$ cat src/rtl/uart_boot_loader_pkg.sv
// Shared types and protocol constants for the UART boot loader.
package uart_boot_loader_pkg;

    // Frame decoder states; everything except IDLE counts as busy.
    typedef enum logic [2:0] {
        IDLE,
        ADDR,
        LEN,
        DATA,
        MEMWR,
        CSUM,
        RESP
    } state_e;

    // Default framing bytes (the top module exposes them as parameters).
    localparam logic [7:0] DEF_SYNC     = 8'hA5;
    localparam logic [7:0] DEF_ACK_BYTE = 8'h06;
    localparam logic [7:0] DEF_NAK_BYTE = 8'h15;

endpackage

$ cat src/rtl/uart_byte_shifter.sv
// Little-endian 4-byte field accumulator with byte index and running
// 8-bit checksum, shared by the address, length and data fields.
module uart_byte_shifter (
    input  logic        clk,
    input  logic        rst,        // asynchronous, active-low
    input  logic        clr_idx,    // restart byte index at lane 0
    input  logic        clr_sum,    // restart checksum
    input  logic        push,       // accept din into current lane and sum
    input  logic [7:0]  din,
    output logic [31:0] word_next,  // word including the byte being pushed
    output logic [1:0]  idx,        // lane the next pushed byte lands in
    output logic [7:0]  csum        // sum of all bytes pushed since clr_sum
);

    logic [31:0] word_q;
    logic [1:0]  idx_q, idx_d;
    logic [7:0]  sum_q, sum_d;

    // Each byte lane is replaced only when the current index selects it, so
    // the caller can capture the completed word on the same cycle as the
    // final byte without waiting for the register.
    generate
        for (genvar gi = 0; gi < 4; gi++) begin : g_lane
            assign word_next[gi*8 +: 8] = (push && idx_q == 2'(gi)) ? din
                                                                    : word_q[gi*8 +: 8];
        end
    endgenerate

    // Next index and checksum; clearing the index wins over advancing it.
    always_comb begin
        idx_d = idx_q;
        sum_d = sum_q;
        if (push) begin
            idx_d = idx_q + 2'd1;
            sum_d = sum_q + din;
        end
        if (clr_idx) idx_d = 2'd0;
        if (clr_sum) sum_d = 8'd0;
    end

    // Accumulator state.
    always_ff @(posedge clk or negedge rst) begin
        if (!rst) begin
            word_q <= 32'd0;
            idx_q  <= 2'd0;
            sum_q  <= 8'd0;
        end else begin
            word_q <= word_next;
            idx_q  <= idx_d;
            sum_q  <= sum_d;
        end
    end

    assign idx  = idx_q;
    assign csum = sum_q;

endmodule

$ cat src/rtl/uart_boot_loader.sv
// UART boot loader: decodes SYNC/address/length/data/checksum frames from the
// RX FIFO, writes the words to the memory bus and answers ACK/NAK via TX FIFO.
module uart_boot_loader
    import uart_boot_loader_pkg::*;
#(
    parameter logic [7:0]  SYNC     = DEF_SYNC,
    parameter logic [7:0]  ACK_BYTE = DEF_ACK_BYTE,
    parameter logic [7:0]  NAK_BYTE = DEF_NAK_BYTE,
    parameter logic [23:0] TIMEOUT  = 24'd10000000
) (
    input  logic        clk,
    input  logic        rst,        // asynchronous, active-low
    input  logic        en,
    input  logic [7:0]  rx_data,
    input  logic        rx_empty,
    output logic        rx_read,
    output logic [7:0]  tx_data,
    output logic        tx_write,
    input  logic        tx_full,
    output logic [31:0] mem_addr,
    output logic [31:0] mem_dout,
    output logic        mem_we,
    input  logic        mem_ack,
    output logic        busy,
    output logic        done,
    output logic        error
);

    state_e      state_q, state_d;
    logic [31:0] addr_q, addr_d;
    logic [15:0] len_q, len_d;
    logic [23:0] timer_q, timer_d;
    logic [31:0] dout_q, dout_d;
    logic        mem_we_q, mem_we_d;
    logic        error_q, error_d;
    logic [7:0]  resp_q, resp_d;
    logic        resp_ack_q, resp_ack_d;

    logic        in_field, want_byte, pop;
    logic        sh_push, sh_clr_idx, sh_clr_sum;
    logic [31:0] word_next;
    logic [1:0]  byte_idx;
    logic [7:0]  csum;

    // Pops are combinational so the head byte is consumed in the same cycle
    // it is seen; gating with rst keeps every output quiet while in reset.
    assign in_field  = (state_q == ADDR) || (state_q == LEN) ||
                       (state_q == DATA) || (state_q == CSUM);
    assign want_byte = in_field || (state_q == IDLE && en);
    assign pop       = rst && want_byte && !rx_empty;

    assign rx_read  = pop;
    assign tx_write = (state_q == RESP) && !tx_full;
    assign done     = tx_write && resp_ack_q;
    assign tx_data  = resp_q;
    assign mem_addr = addr_q;
    assign mem_dout = dout_q;
    assign mem_we   = mem_we_q;
    assign busy     = (state_q != IDLE);
    assign error    = error_q;

    uart_byte_shifter u_shifter (
        .clk       (clk),
        .rst       (rst),
        .clr_idx   (sh_clr_idx),
        .clr_sum   (sh_clr_sum),
        .push      (sh_push),
        .din       (rx_data),
        .word_next (word_next),
        .idx       (byte_idx),
        .csum      (csum)
    );

    // Next-state logic: inter-byte timeout first, then per-state decoding.
    always_comb begin
        state_d    = state_q;
        addr_d     = addr_q;
        len_d      = len_q;
        timer_d    = timer_q;
        dout_d     = dout_q;
        mem_we_d   = mem_we_q;
        error_d    = error_q;
        resp_d     = resp_q;
        resp_ack_d = resp_ack_q;
        sh_push    = 1'b0;
        sh_clr_idx = 1'b0;
        sh_clr_sum = 1'b0;

        // The timer only advances while waiting for bytes; it freezes in
        // MEMWR and RESP and is restarted by every pop.
        if (in_field) begin
            if (pop) begin
                timer_d = 24'd0;
            end else if (timer_q == TIMEOUT - 24'd1) begin
                timer_d    = 24'd0;
                state_d    = RESP;
                resp_d     = NAK_BYTE;
                resp_ack_d = 1'b0;
                error_d    = 1'b1;
            end else begin
                timer_d = timer_q + 24'd1;
            end
        end

        case (state_q)
            IDLE: begin
                if (pop && rx_data == SYNC) begin
                    state_d    = ADDR;
                    error_d    = 1'b0;
                    timer_d    = 24'd0;
                    sh_clr_idx = 1'b1;
                    sh_clr_sum = 1'b1;
                end
            end
            ADDR: begin
                if (pop) begin
                    sh_push = 1'b1;
                    if (byte_idx == 2'd3) begin
                        addr_d  = {word_next[31:2], 2'b00};
                        state_d = LEN;
                    end
                end
            end
            LEN: begin
                if (pop) begin
                    sh_push = 1'b1;
                    if (byte_idx == 2'd1) begin
                        sh_clr_idx = 1'b1;
                        len_d      = word_next[15:0];
                        state_d    = (word_next[15:0] == 16'd0) ? CSUM : DATA;
                    end
                end
            end
            DATA: begin
                if (pop) begin
                    sh_push = 1'b1;
                    if (byte_idx == 2'd3) begin
                        dout_d   = word_next;
                        mem_we_d = 1'b1;
                        state_d  = MEMWR;
                    end
                end
            end
            MEMWR: begin
                if (mem_ack) begin
                    mem_we_d = 1'b0;
                    addr_d   = addr_q + 32'd4;
                    len_d    = len_q - 16'd1;
                    state_d  = (len_q == 16'd1) ? CSUM : DATA;
                end
            end
            CSUM: begin
                if (pop) begin
                    state_d = RESP;
                    if (rx_data == csum) begin
                        resp_d     = ACK_BYTE;
                        resp_ack_d = 1'b1;
                    end else begin
                        resp_d     = NAK_BYTE;
                        resp_ack_d = 1'b0;
                        error_d    = 1'b1;
                    end
                end
            end
            RESP: begin
                if (!tx_full) state_d = IDLE;
            end
            default: state_d = IDLE;
        endcase
    end

    // FSM and registered outputs; reset drops mem_we immediately.
    always_ff @(posedge clk or negedge rst) begin
        if (!rst) begin
            state_q    <= IDLE;
            addr_q     <= 32'd0;
            len_q      <= 16'd0;
            timer_q    <= 24'd0;
            dout_q     <= 32'd0;
            mem_we_q   <= 1'b0;
            error_q    <= 1'b0;
            resp_q     <= 8'd0;
            resp_ack_q <= 1'b0;
        end else begin
            state_q    <= state_d;
            addr_q     <= addr_d;
            len_q      <= len_d;
            timer_q    <= timer_d;
            dout_q     <= dout_d;
            mem_we_q   <= mem_we_d;
            error_q    <= error_d;
            resp_q     <= resp_d;
            resp_ack_q <= resp_ack_d;
        end
    end

endmodule

$ cat config.mk
export PLATFORM = sky130hd
export DESIGN_NAME = uart_boot_loader
export DESIGN_NICKNAME = d
export VERILOG_FILES = /design/src/rtl/uart_boot_loader_pkg.sv /design/src/rtl/uart_byte_shifter.sv /design/src/rtl/uart_boot_loader.sv
export SDC_FILE = /design/constraint.sdc
export NUM_CORES = 1
export LEC_CHECK = 0
export BUFFER_PORTS_ARGS = -buffer_cell sky130_fd_sc_hd__buf_2
export CAP_MARGIN = 30
export CORE_MARGIN = 3
export CORE_UTILIZATION = 50
export CTS_CLUSTER_DIAMETER = 80
export DETAILED_ROUTE_END_ITERATION = 7
export PLACE_DENSITY = 0.7
export SYNTH_ARGS = -nofsm -noshare
export SYNTH_HDL_FRONTEND = slang
export SYNTH_HIERARCHICAL = 1
export SYNTH_SLANG_ARGS = --single-unit
$ cat constraint.sdc
create_clock -name clk -period 4.4 [get_ports clk]
set_input_delay 0.44 -clock clk [delete_from_list [all_inputs] [get_ports clk]]
set_output_delay 0.44 -clock clk [all_outputs]
set_load 0.01 [all_outputs]
Yosys cells after proc, flatten, opt, wreduce, memory -nomap -nowiden
Index checks and enable logic that the tools add are counted.
{"block": "word_totals", "reg_bits": 160, "input_bits": 14, "out_inout_bits": 78}
{"block": "op_classes", "addsub": 5, "n_eq_ne": 20, "mux": 67, "reduce_logical": 30}
{"operator": "24-bit two-way mux", "count": 5}
{"operator": "32-bit two-way mux", "count": 3}
{"operator": "8-bit two-way mux", "count": 11}
{"operator": "32-bit case mux with 2 select lines", "count": 1}
{"operator": "16-bit two-way mux", "count": 3}
{"operator": "3-bit two-way mux", "count": 15}
{"operator": "32-bit by 3-bit adder with 32-bit output, second input constant", "count": 1}
{"operator": "16-bit case mux with 2 select lines", "count": 1}
{"operator": "24-bit by 1-bit adder with 24-bit output, second input constant", "count": 1}
{"operator": "24-bit equality test, second input constant", "count": 1}
{"operator": "1-bit two-way mux", "count": 21}
{"operator": "3-bit case mux with 7 select lines", "count": 1}
{"operator": "16-bit by 1-bit equality test with 1-bit output, second input constant", "count": 1}
{"operator": "16-bit logical NOT", "count": 1}
{"operator": "16-bit by 1-bit subtractor with 16-bit output, second input constant", "count": 1}
{"operator": "4-bit AND reduction", "count": 3}
{"operator": "1-bit logical AND", "count": 10}
{"operator": "2-bit nonzero test", "count": 5}
{"operator": "3-bit equality test, second input constant", "count": 3}
{"operator": "8-bit adder", "count": 1}
{"operator": "8-bit equality test", "count": 1}
{"operator": "8-bit equality test, second input constant", "count": 1}
{"operator": "2-bit != test, second input constant", "count": 4}
{"operator": "3-bit by 2-bit equality test with 1-bit output, second input constant", "count": 2}
{"operator": "15 further kinds", "count": 25}

Logic depth before layout (Yosys ltp)
Gate-level depths: netlist (run 1).
{"block": "logic_depth", "depth_word": 16, "mapped_depth": 13, "mapped_depth_nobuf": 11}

Hierarchy
The synthesis (run 1) kept the hierarchy.
{"mod": "uart_boot_loader", "n_inst": 1, "cells_each": 690, "area_each_um2": 6605.1, "seq_area_each_um2": 2902.8}
{"mod": "uart_byte_shifter", "n_inst": 1, "cells_each": 148, "area_each_um2": 1973.1, "seq_area_each_um2": 1051.0}

Least setup slack after synthesis (run 1)
No wires, ideal clock.
{"block": "synth_path", "path_type": "reg-to-reg", "startpoint": "register state_q[0]", "endpoint": "register state_q[1]", "arrival_time_ns": 3.233, "setup_slack_ns": 1.037, "path_stages_with_launch": 14, "synth_period_minus_slack_ns": 3.363, "path_cell_list": "dfrtp_1 -> buf_2 -> nand2b_1 -> a21oi_2 -> inv_1 -> nor3_1 -> buf_6 -> nand2_1 -> mux2_2 -> or4_1 -> a2111oi_2 -> a211oi_1 -> o21ai_0 -> nand3_1"}
{"block": "synth_between", "elab_chain_len": 16, "word_cells_on_any_way": 37}
{"element": "start: declaration", "line_no": "uart_boot_loader.sv:29", "source": "state_e state_q, state_d;"}
{"element": "start signal: assignment", "line_no": "uart_boot_loader.sv:185", "source": "state_q <= state_d;"}
{"element": "3-bit by 1-bit equality test with 1-bit output / 3-bit by 2-bit equality test with 1-bit output (equally long branches)", "line_no": "uart_boot_loader.sv:47", "source": "assign in_field = (state_q == ADDR) || (state_q == LEN) ||"}
{"element": "1-bit logical OR (2 in a row)", "line_no": "uart_boot_loader.sv:47"}
{"element": "1-bit logical OR", "line_no": "uart_boot_loader.sv:48", "source": "(state_q == DATA) || (state_q == CSUM);"}
{"element": "1-bit logical OR (*)", "line_no": "uart_boot_loader.sv:49", "source": "assign want_byte = in_field || (state_q == IDLE && en);"}
{"element": "1-bit logical AND (*) (2 in a row)", "line_no": "uart_boot_loader.sv:50", "source": "assign pop = rst && want_byte && !rx_empty;"}
{"element": "net rx_read", "line_no": "uart_boot_loader.sv:16", "source": "output logic rx_read,"}
{"element": "1-bit two-way mux (*)", "line_no": "uart_boot_loader.sv:116, uart_boot_loader.sv:125, uart_boot_loader.sv:135"}
{"element": "1-bit two-way mux (*)"}
{"element": "net sh_push", "line_no": "uart_boot_loader.sv:40", "source": "logic sh_push, sh_clr_idx, sh_clr_sum;"}
{"element": "(+1 left out)"}
{"element": "8-bit two-way mux (*)", "line_no": "uart_byte_shifter.sv:24", "source": "assign word_next[gi*8 +: 8] = (push && idx_q == 2'(gi)) ? din"}
{"element": "net word_next[2]", "line_no": "uart_boot_loader.sv:41", "source": "logic [31:0] word_next;"}
{"element": "16-bit logical NOT (*)", "line_no": "uart_boot_loader.sv:130", "source": "state_d = (word_next[15:0] == 16'd0) ? CSUM : DATA;"}
{"element": "3-bit two-way mux (*)", "line_no": "uart_boot_loader.sv:130"}
{"element": "3-bit two-way mux (*)", "line_no": "uart_boot_loader.sv:127", "source": "if (byte_idx == 2'd1) begin"}
{"element": "3-bit two-way mux (*)", "line_no": "uart_boot_loader.sv:125", "source": "if (pop) begin"}
{"element": "3-bit case mux with 7 select lines (*)", "line_no": "uart_boot_loader.sv:105", "source": "case (state_q)"}
{"element": "net state_d[1]", "line_no": "uart_boot_loader.sv:29"}
Mark *: on every way through the listed nets, which the timed path passes. The rest lies on a longest branch.
A chain may end at the register's enable or synchronous reset.

Worst setup path in the final report (run 1)
{"block": "layout_path", "startpoint": "input rst", "endpoint": "register state_q[1]"}
{"block": "layout_between", "elab_chain_len": 11, "word_cells_on_any_way": 24}
{"element": "start: declaration", "line_no": "uart_boot_loader.sv:12", "source": "input logic rst,"}
{"element": "1-bit logical AND (2 in a row)", "line_no": "uart_boot_loader.sv:50"}
{"element": "1-bit two-way mux", "line_no": "uart_boot_loader.sv:116, uart_boot_loader.sv:125, uart_boot_loader.sv:135"}
{"element": "1-bit two-way mux"}
{"element": "net sh_push", "line_no": "uart_boot_loader.sv:40"}
{"element": "1-bit logical AND", "line_no": "uart_byte_shifter.sv:24"}
{"element": "8-bit two-way mux", "line_no": "uart_byte_shifter.sv:24"}
{"element": "net word_next[2]", "line_no": "uart_boot_loader.sv:41"}
{"element": "16-bit logical NOT", "line_no": "uart_boot_loader.sv:130"}
{"element": "3-bit two-way mux", "line_no": "uart_boot_loader.sv:130"}
{"element": "3-bit two-way mux", "line_no": "uart_boot_loader.sv:127"}
{"element": "3-bit two-way mux", "line_no": "uart_boot_loader.sv:125"}
{"element": "3-bit case mux with 7 select lines", "line_no": "uart_boot_loader.sv:105"}
{"element": "net state_d[1]", "line_no": "uart_boot_loader.sv:29"}
The timed path passes the listed nets, and every way through them passes these cells.

==> results of run 1 <==
-- area by class of cell --
cell class / instances / area (um^2)
clock buffer: 17 / 425.4
clock inverter: 14 / 156.4
fill: 1437 / 6879
inverter: 19 / 71.32
multi-input combinational: 618 / 4340
sequential: 158 / 3954
tap: 220 / 275.3
timing repair buffer: 103 / 599.3
-- metal layers --
layer  up-vias  GRT usage  routed length, um
li1       3261          -                  -
met2       226     0.3613              10020
met4         0    0.07040                407
met3        28    0.04485               1246
met1      3404     0.3288               9774
met5         -          0                  0
-- worst min-delay path: stages --
cell and delay [ns]:
buf_2 0.13, nand2_1 0.14, a21o_1 0.13
-- through the flow --
stage	instances	setup WS, ns
CTS	1149	0.5592
global placement	1115	0.7528
finish	1149	0.5342
detailed placement	1117	0.6980
global route	1149	0.2998
floorplan	839	1.037
-- cell usage after synthesis (9+ instances only) --
master	n	share of area
inv_1	19	0.0083
nor2_1	61	0.027
o21ai_0	38	0.022
xnor2_1	10	0.010
a2bb2oi_1	13	0.013
nand2_1	57	0.025
buf_2	19	0.011
and3_1	14	0.010
xor2_1	19	0.019
ha_1	15	0.022
dfrtp_1	158	0.46
nand3_1	37	0.022
mux2_2	64	0.084
o22ai_1	12	0.0088
nand4_1	22	0.016
nor4_1	9	0.0066
nor3_1	22	0.013
clkbuf_1	16	0.0070
a21oi_1	62	0.036
-- worst paths after layout --
| path | from | to | slack (ns) | depth (start not counted) |
|---|---|---|---|---|
| worst max-delay path | rst | state_q[1] | 0.53 | 13 |
| worst min-delay path | mem_ack | mem_we | 0.45 | 3 |
| worst max register to register | state_q[1] | state_q[1] | 0.73 | 11 |
| worst min register to register | tx_data[2] | tx_data[2] | 0.46 | 1 |
| max in group asynchronous | rst | u_shifter/word_q[17] | 2.97 | 4 |
| min in group asynchronous | rst | timer_q[18] | 0.46 | 2 |
-- where the power goes --
part | leakage, nW | internal, W | switching, W
combinational | 2.15 | 0.000924 | 0.00121
sequential | 2.05 | 0.00195 | 0.000491
clock | 0.278 | 0.000842 | 0.000621
-- logic make-up (layout without fill, tap and decap cells) --
| logic type | Yosys count | in the layout |
|---|---|---|
| AO/OA/AOI/OAI | 204 | 204 |
| XOR/XNOR | 29 | 29 |
| adder cells (fa/ha/maj) | 16 | 16 |
| buffers and inverters | 63 | 153 |
| flip-flops | 158 | 158 |
| multiplexers | 71 | 71 |
| other | 1 | 2 |
| AND/OR/NAND/NOR | 296 | 296 |
-- state kept, by name, summed over array words and instances (netlist names) --
| register | flops |
|---|---|
| u_shifter/idx | 2 |
| mem_we | 1 |
| u_shifter/word_q | 32 |
| state_q | 3 |
| len_q | 16 |
| mem_addr | 30 |
| resp_ack_q | 1 |
| mem_dout | 32 |
| u_shifter/csum | 8 |
| tx_data | 8 |
| error | 1 |
| timer_q | 24 |
-- what timing repair did --
item | in CTS | in global routing
setup buffers | 0 | 0
hold buffers | 1 | 0
endpoints found under the hold margin | 32 | 0
==> metrics.cfg, run 1 <==
[floorplanning]
fp.dieArea_mm2=0.01876
die_w_um=137.0
start_util=0.5136
rows=47
ios=92
fp.dieH_um=137.0
core-area_mm2=0.01670

[global_routing]
grt_pass1_vias=6465
grt_max_degree=72
overflow=0
grtUsageTotal=0.2318
antenna_found_initial=0
grt_first_pass_wirelength_um=34280

[cells_and_area]
layout-drive-gt1-share=0.2508
post-route-cell-area_mm2=0.009822
nets=947
final_cell_mix=158 x dfrtp_1, 88 x buf_2, 64 x mux2_2, 62 x a21oi_1, 61 x nor2_1
final_util=0.5881
final_common_cell=dfrtp_1
diodes=0
synthToLayoutAreaGrowth_pct=14.50

[timing]
slew_headroom=0.4164
setup_viol=0
slew_viol_final=0
tns_ns=0
finalClockSkew_ns=0.01008
worst_pin_slew_ns=0.8748
period_minus_slack_ns=3.866
worst_hold_slack_ns=0.4518
rsz0062_at_grt=no
fmaxAchievable_mhz=258.7
hold_viol=0
period_share=0.8786

[clocking]
clock-sinks=158
cts.repair.resized=0
cts_tree=yes
cts_max_level=4
clock_path_buffers=2
clk_pin_slew_worst_paths_ns=0.06
cts_root_buf=clkbuf_16
cts-buffers-inserted=17
clkLatencyLatePin_ns=0.43

[setup_path]
crit_family=simple AND/OR/NAND/NOR gates
worst_setup_path_end_kind=register
path_cells=dlygate4sd3_1 > buf_6 > nand2b_1 > a21oi_2 > inv_1 > nor3_2 > nand2_1 > mux2_2 > or4_1 > a2111oi_2 > a211oi_1 > o21ai_0 > nand3_1
max_stage_delay_ns=0.56
cp-start-kind=input port
required_ns=4.70
cp_slowest_cell=or4_1
crit_fanout=35
path_buf_inv=3
path_class=input port to register
worstPathArrival_ns=4.16

[synth]
syn_area_mm2=0.008578
synthMuxAreaShare=0.09277
synth_top_family_by_area=simple AND/OR/NAND/NOR gates
synthCells=838
synth_edf_count=0
synthArstFlopShare=1.000
synth-simple-area-share=0.2020
synth_seq_area_share=0.4609
synth-adder-area-share=0.02421
ys.flop_type=dfrtp_1
synth_compound_area_frac=0.1545
yosysUniqueCellTypes=85
yosysWarnings=6
ys_ff_latch=158
avgSynthCellArea_um2=10.24
synth_xor_area_frac=0.02961

[detailed_routing]
first_pass_iters=5
drt_wl_total_um=21450
ant_nets=0
drc_errors=0
vias_per_cell=6.022
avgRoutedWirePerCell_um=18.67
vias=6919
drtIter0Drc=569

[power]
p_per_area_mw_per_mm2=614.8
power_leakage_nw=4.473
power_w=0.006038
ir_worst_vdd_mv=0.3138

[placement]
io_buffers=89
place_congestion=0.8523
dpl.hpwl_um=14670
placed_area_mm2=0.009230

[run]
cap_viol_max_count=0

[outcome]
outcome=finished clean

[min_path]
hold_class=input port to register

No activity file was read; power rests on OpenSTA's default activity.
==> run 2, diff against run 1 <==
--- a/config.mk
+++ b/config.mk
@@ -7,12 +7,14 @@
 export LEC_CHECK = 0
 export BUFFER_PORTS_ARGS = -buffer_cell sky130_fd_sc_hd__buf_2
 export CAP_MARGIN = 30
+export CELL_PAD_IN_SITES_DETAIL_PLACEMENT = 2
+export CELL_PAD_IN_SITES_GLOBAL_PLACEMENT = 2
 export CORE_MARGIN = 3
-export CORE_UTILIZATION = 50
+export CORE_UTILIZATION = 38
 export CTS_CLUSTER_DIAMETER = 80
 export DETAILED_ROUTE_END_ITERATION = 7
-export PLACE_DENSITY = 0.7
+export GPL_TIMING_DRIVEN = 0
+export PLACE_DENSITY_LB_ADDON = 0.1
 export SYNTH_ARGS = -nofsm -noshare
 export SYNTH_HDL_FRONTEND = slang
-export SYNTH_HIERARCHICAL = 1
 export SYNTH_SLANG_ARGS = --single-unit
==> run 2 against run 1 <==
Effect of this change:
- worst hold slack worse by 0.044 ns
- clock skew hardly changed
- wire length is 44% higher
- highest routed layer unchanged
==> metrics.cfg, run 2 <==
[outcome]
outcome=finished clean

[synth]
syn_area_mm2=0.008308
synth_common_cells=158 x dfrtp_1, 74 x a21oi_1, 71 x nor2_1
ys_ff_latch=158
synthArstFlopShare=1.000
yosysTopAreaCell=dfrtp_1
synthTopCellsByArea=dfrtp_1 48%, a21oi_1 4.5%, mux2_2 4.2%
netlist.area_leader.share=0.4759
synth_seq_area_share=0.4759
ys.flop_type=dfrtp_1
avgSynthCellArea_um2=9.809
synthCells=847
yosysMostFrequentCell=dfrtp_1
yosysUniqueCellTypes=80
synth_edf_count=0
yosysWarnings=0

[detailed_routing]
drtIter0Drc=371
vias=7547
drc_errors=0
first_pass_iters=5
avgRoutedWirePerCell_um=24.90
drt_wl_total_um=30980
vias_per_cell=6.067
ant_nets=0

[setup_path]
r2r_slack_ns=1.14
r2r_end=mem_addr[15]
worstRegToRegCells=7
worst_setup_path_end_kind=register
max_stage_delay_ns=0.74
path_cells=dlygate4sd3_1 > buf_8 > nor2b_1 > clkbuf_1 > nand4_1 > a21oi_1 > clkbuf_1 > o21ai_0 > a2bb2oi_1
required_ns=4.76
path_class=input port to register
regToRegStartpoint=state_q[0]
path_common_cell=clkbuf_1
crit_fanout=73
cp-start-kind=input port
cp_slowest_cell=a21oi_1
worstPathArrival_ns=3.96

[timing]
worst_pin_slew_ns=1.017
worst_hold_slack_ns=0.4075
period_share=0.8195
period_minus_slack_ns=3.606
slew_viol_final=0
finalClockSkew_ns=0.01056
setup_viol=0
tns_ns=0
hold_viol=0
rsz0062_at_grt=no
fmaxAchievable_mhz=277.3
slew_headroom=0.3198

[global_routing]
antenna_found_initial=0
grtUsageTotal=0.2669
grt_max_degree=89
overflow=0
grt_first_pass_wirelength_um=49270
grt_pass1_vias=8261

[floorplanning]
start_util=0.3915
rows=53
ios=92
die_w_um=153.9
fp.dieArea_mm2=0.02367
core-area_mm2=0.02122
fp.dieH_um=153.9

[clocking]
cts_tree=yes
cts-buffers-inserted=17
clock-sinks=158
post-cts-setup-buffers=0
cts_root_buf=clkbuf_16
clkLatencyLatePin_ns=0.44
cts_max_level=4
clock_path_buffers=2
clk_pin_slew_worst_paths_ns=0.06

[min_path]
hold_depth=3
min_to=state_q[2]
min_from=tx_full
hold_class=input port to register

[placement]
io_buffers=88
dpl.hpwl_um=22330
place_congestion=0.8515

[power]
power_leakage_nw=4.531
p_per_area_mw_per_mm2=564.2
power_w=0.005475
ir_worst_vdd_mv=0.2210

[cells_and_area]
final_cell_mix=158 x dfrtp_1, 96 x buf_2, 74 x a21oi_1, 71 x nor2_1, 48 x nand2_1
nets=987
final_common_cell=dfrtp_1
fillers=2285
layout-drive-gt1-share=0.1940
final_util=0.4573
synthToLayoutAreaGrowth_pct=16.81
multi_input_area_mm2=0.004020
diodes=0
final-seq-area_mm2=0.003954

[run]
cap_viol_max_count=0

[run 2: cell types whose count changed in the layout (fill, tap and decap cells not counted), moves of 10 or more]
| cell | previous run | this run |
|---|---|---|
| a21oi_1 | 62 | 74 |
| clkbuf_1 | 0 | 30 |
| inv_1 | 19 | 36 |
| mux2_2 | 64 | 31 |
| mux2i_1 | 6 | 20 |
| nor2_1 | 61 | 71 |
| nor4_1 | 9 | 22 |
| xor2_1 | 19 | 5 |
[run 2: stage by stage]
| step | instances | area (um^2) | setup slack [ns] |
|---|---|---|---|
| after floorplan | 848 | 8312 | 2.279 |
| after global placement | 1211 | 9096 | -1.264 |
| after detailed placement | 1212 | 9134 | 1.036 |
| after CTS | 1244 | 9704 | 0.7812 |
| after global routing | 1244 | 9704 | 0.4703 |
| final | 1244 | 9704 | 0.7942 |
[run 2: power breakdown]
group | switching (W) | total, W | internal [W]
logic | 0.00105 | 0.00173 | 0.000677
registers | 0.000439 | 0.00231 | 0.00187
clock network | 0.000620 | 0.00144 | 0.000817
[run 2: how the worst max path moves through the flow]
| stage | startpoint | end | slack [ns] | cells past startpoint |
|---|---|---|---|---|
| 6_report | rst | mem_addr[24] | 0.79 | 9 |
| 5_1_grt | rst | mem_addr[23] | 0.47 | 9 |
| 4_1_cts | rst | mem_addr[24] | 0.78 | 9 |
| 3_5_place_dp | rst | mem_addr[24] | 1.04 | 8 |
| 3_3_place_gp | rst | len_q[8] | -1.26 | 7 |
| 2_1_floorplan | mem_addr[13] | mem_addr[31] | 2.28 | 6 |
[run 2: layer usage]
metal  up-vias  part of all wire  routed length, um  track usage
met2       227              0.51              15650       0.4577
met1      3926              0.43              13230       0.3490
met3        57             0.042               1299      0.03884
met4         0             0.026                797      0.08579
li1       3337                 -                  -            -
met5         -                 0                  0            0
[run 2: what timing repair did]
action                    CTS  global route
resized for setup           0             0
hold endpoints to repair   13             0
hold buffers                1             0
[run 2: cell type report]
| type | instances | share of cell area |
|---|---|---|
| clock buffer | 21 | 0.04848 |
| tap | 275 | 0.03546 |
| sequential | 158 | 0.4074 |
| timing repair buffer | 90 | 0.05028 |
| inverter | 37 | 0.01431 |
| clock inverter | 10 | 0.009283 |
| multi-input combinational | 609 | 0.4143 |
| buffer | 44 | 0.02050 |
[run 2: cell families after synthesis]
kind of cell | after synthesis | synth area share
DFF | 158 | 0.4759
adders and majority gates | 16 | 0.02500
buffers and inverters | 81 | 0.04066
AOI/OAI and AO/OA | 229 | 0.1800
muxes | 51 | 0.06611
and+or+nand+nor | 291 | 0.1908
xor gates and xnor gates | 20 | 0.02108
other | 1 | 0.0004514
[run 2: worst max-delay path, delay by kind of cell]
family | cells | cell delay [ns]
compound gates | 3 | 1.15
buf+inv | 4 | 1.88
simple gates | 2 | 0.41
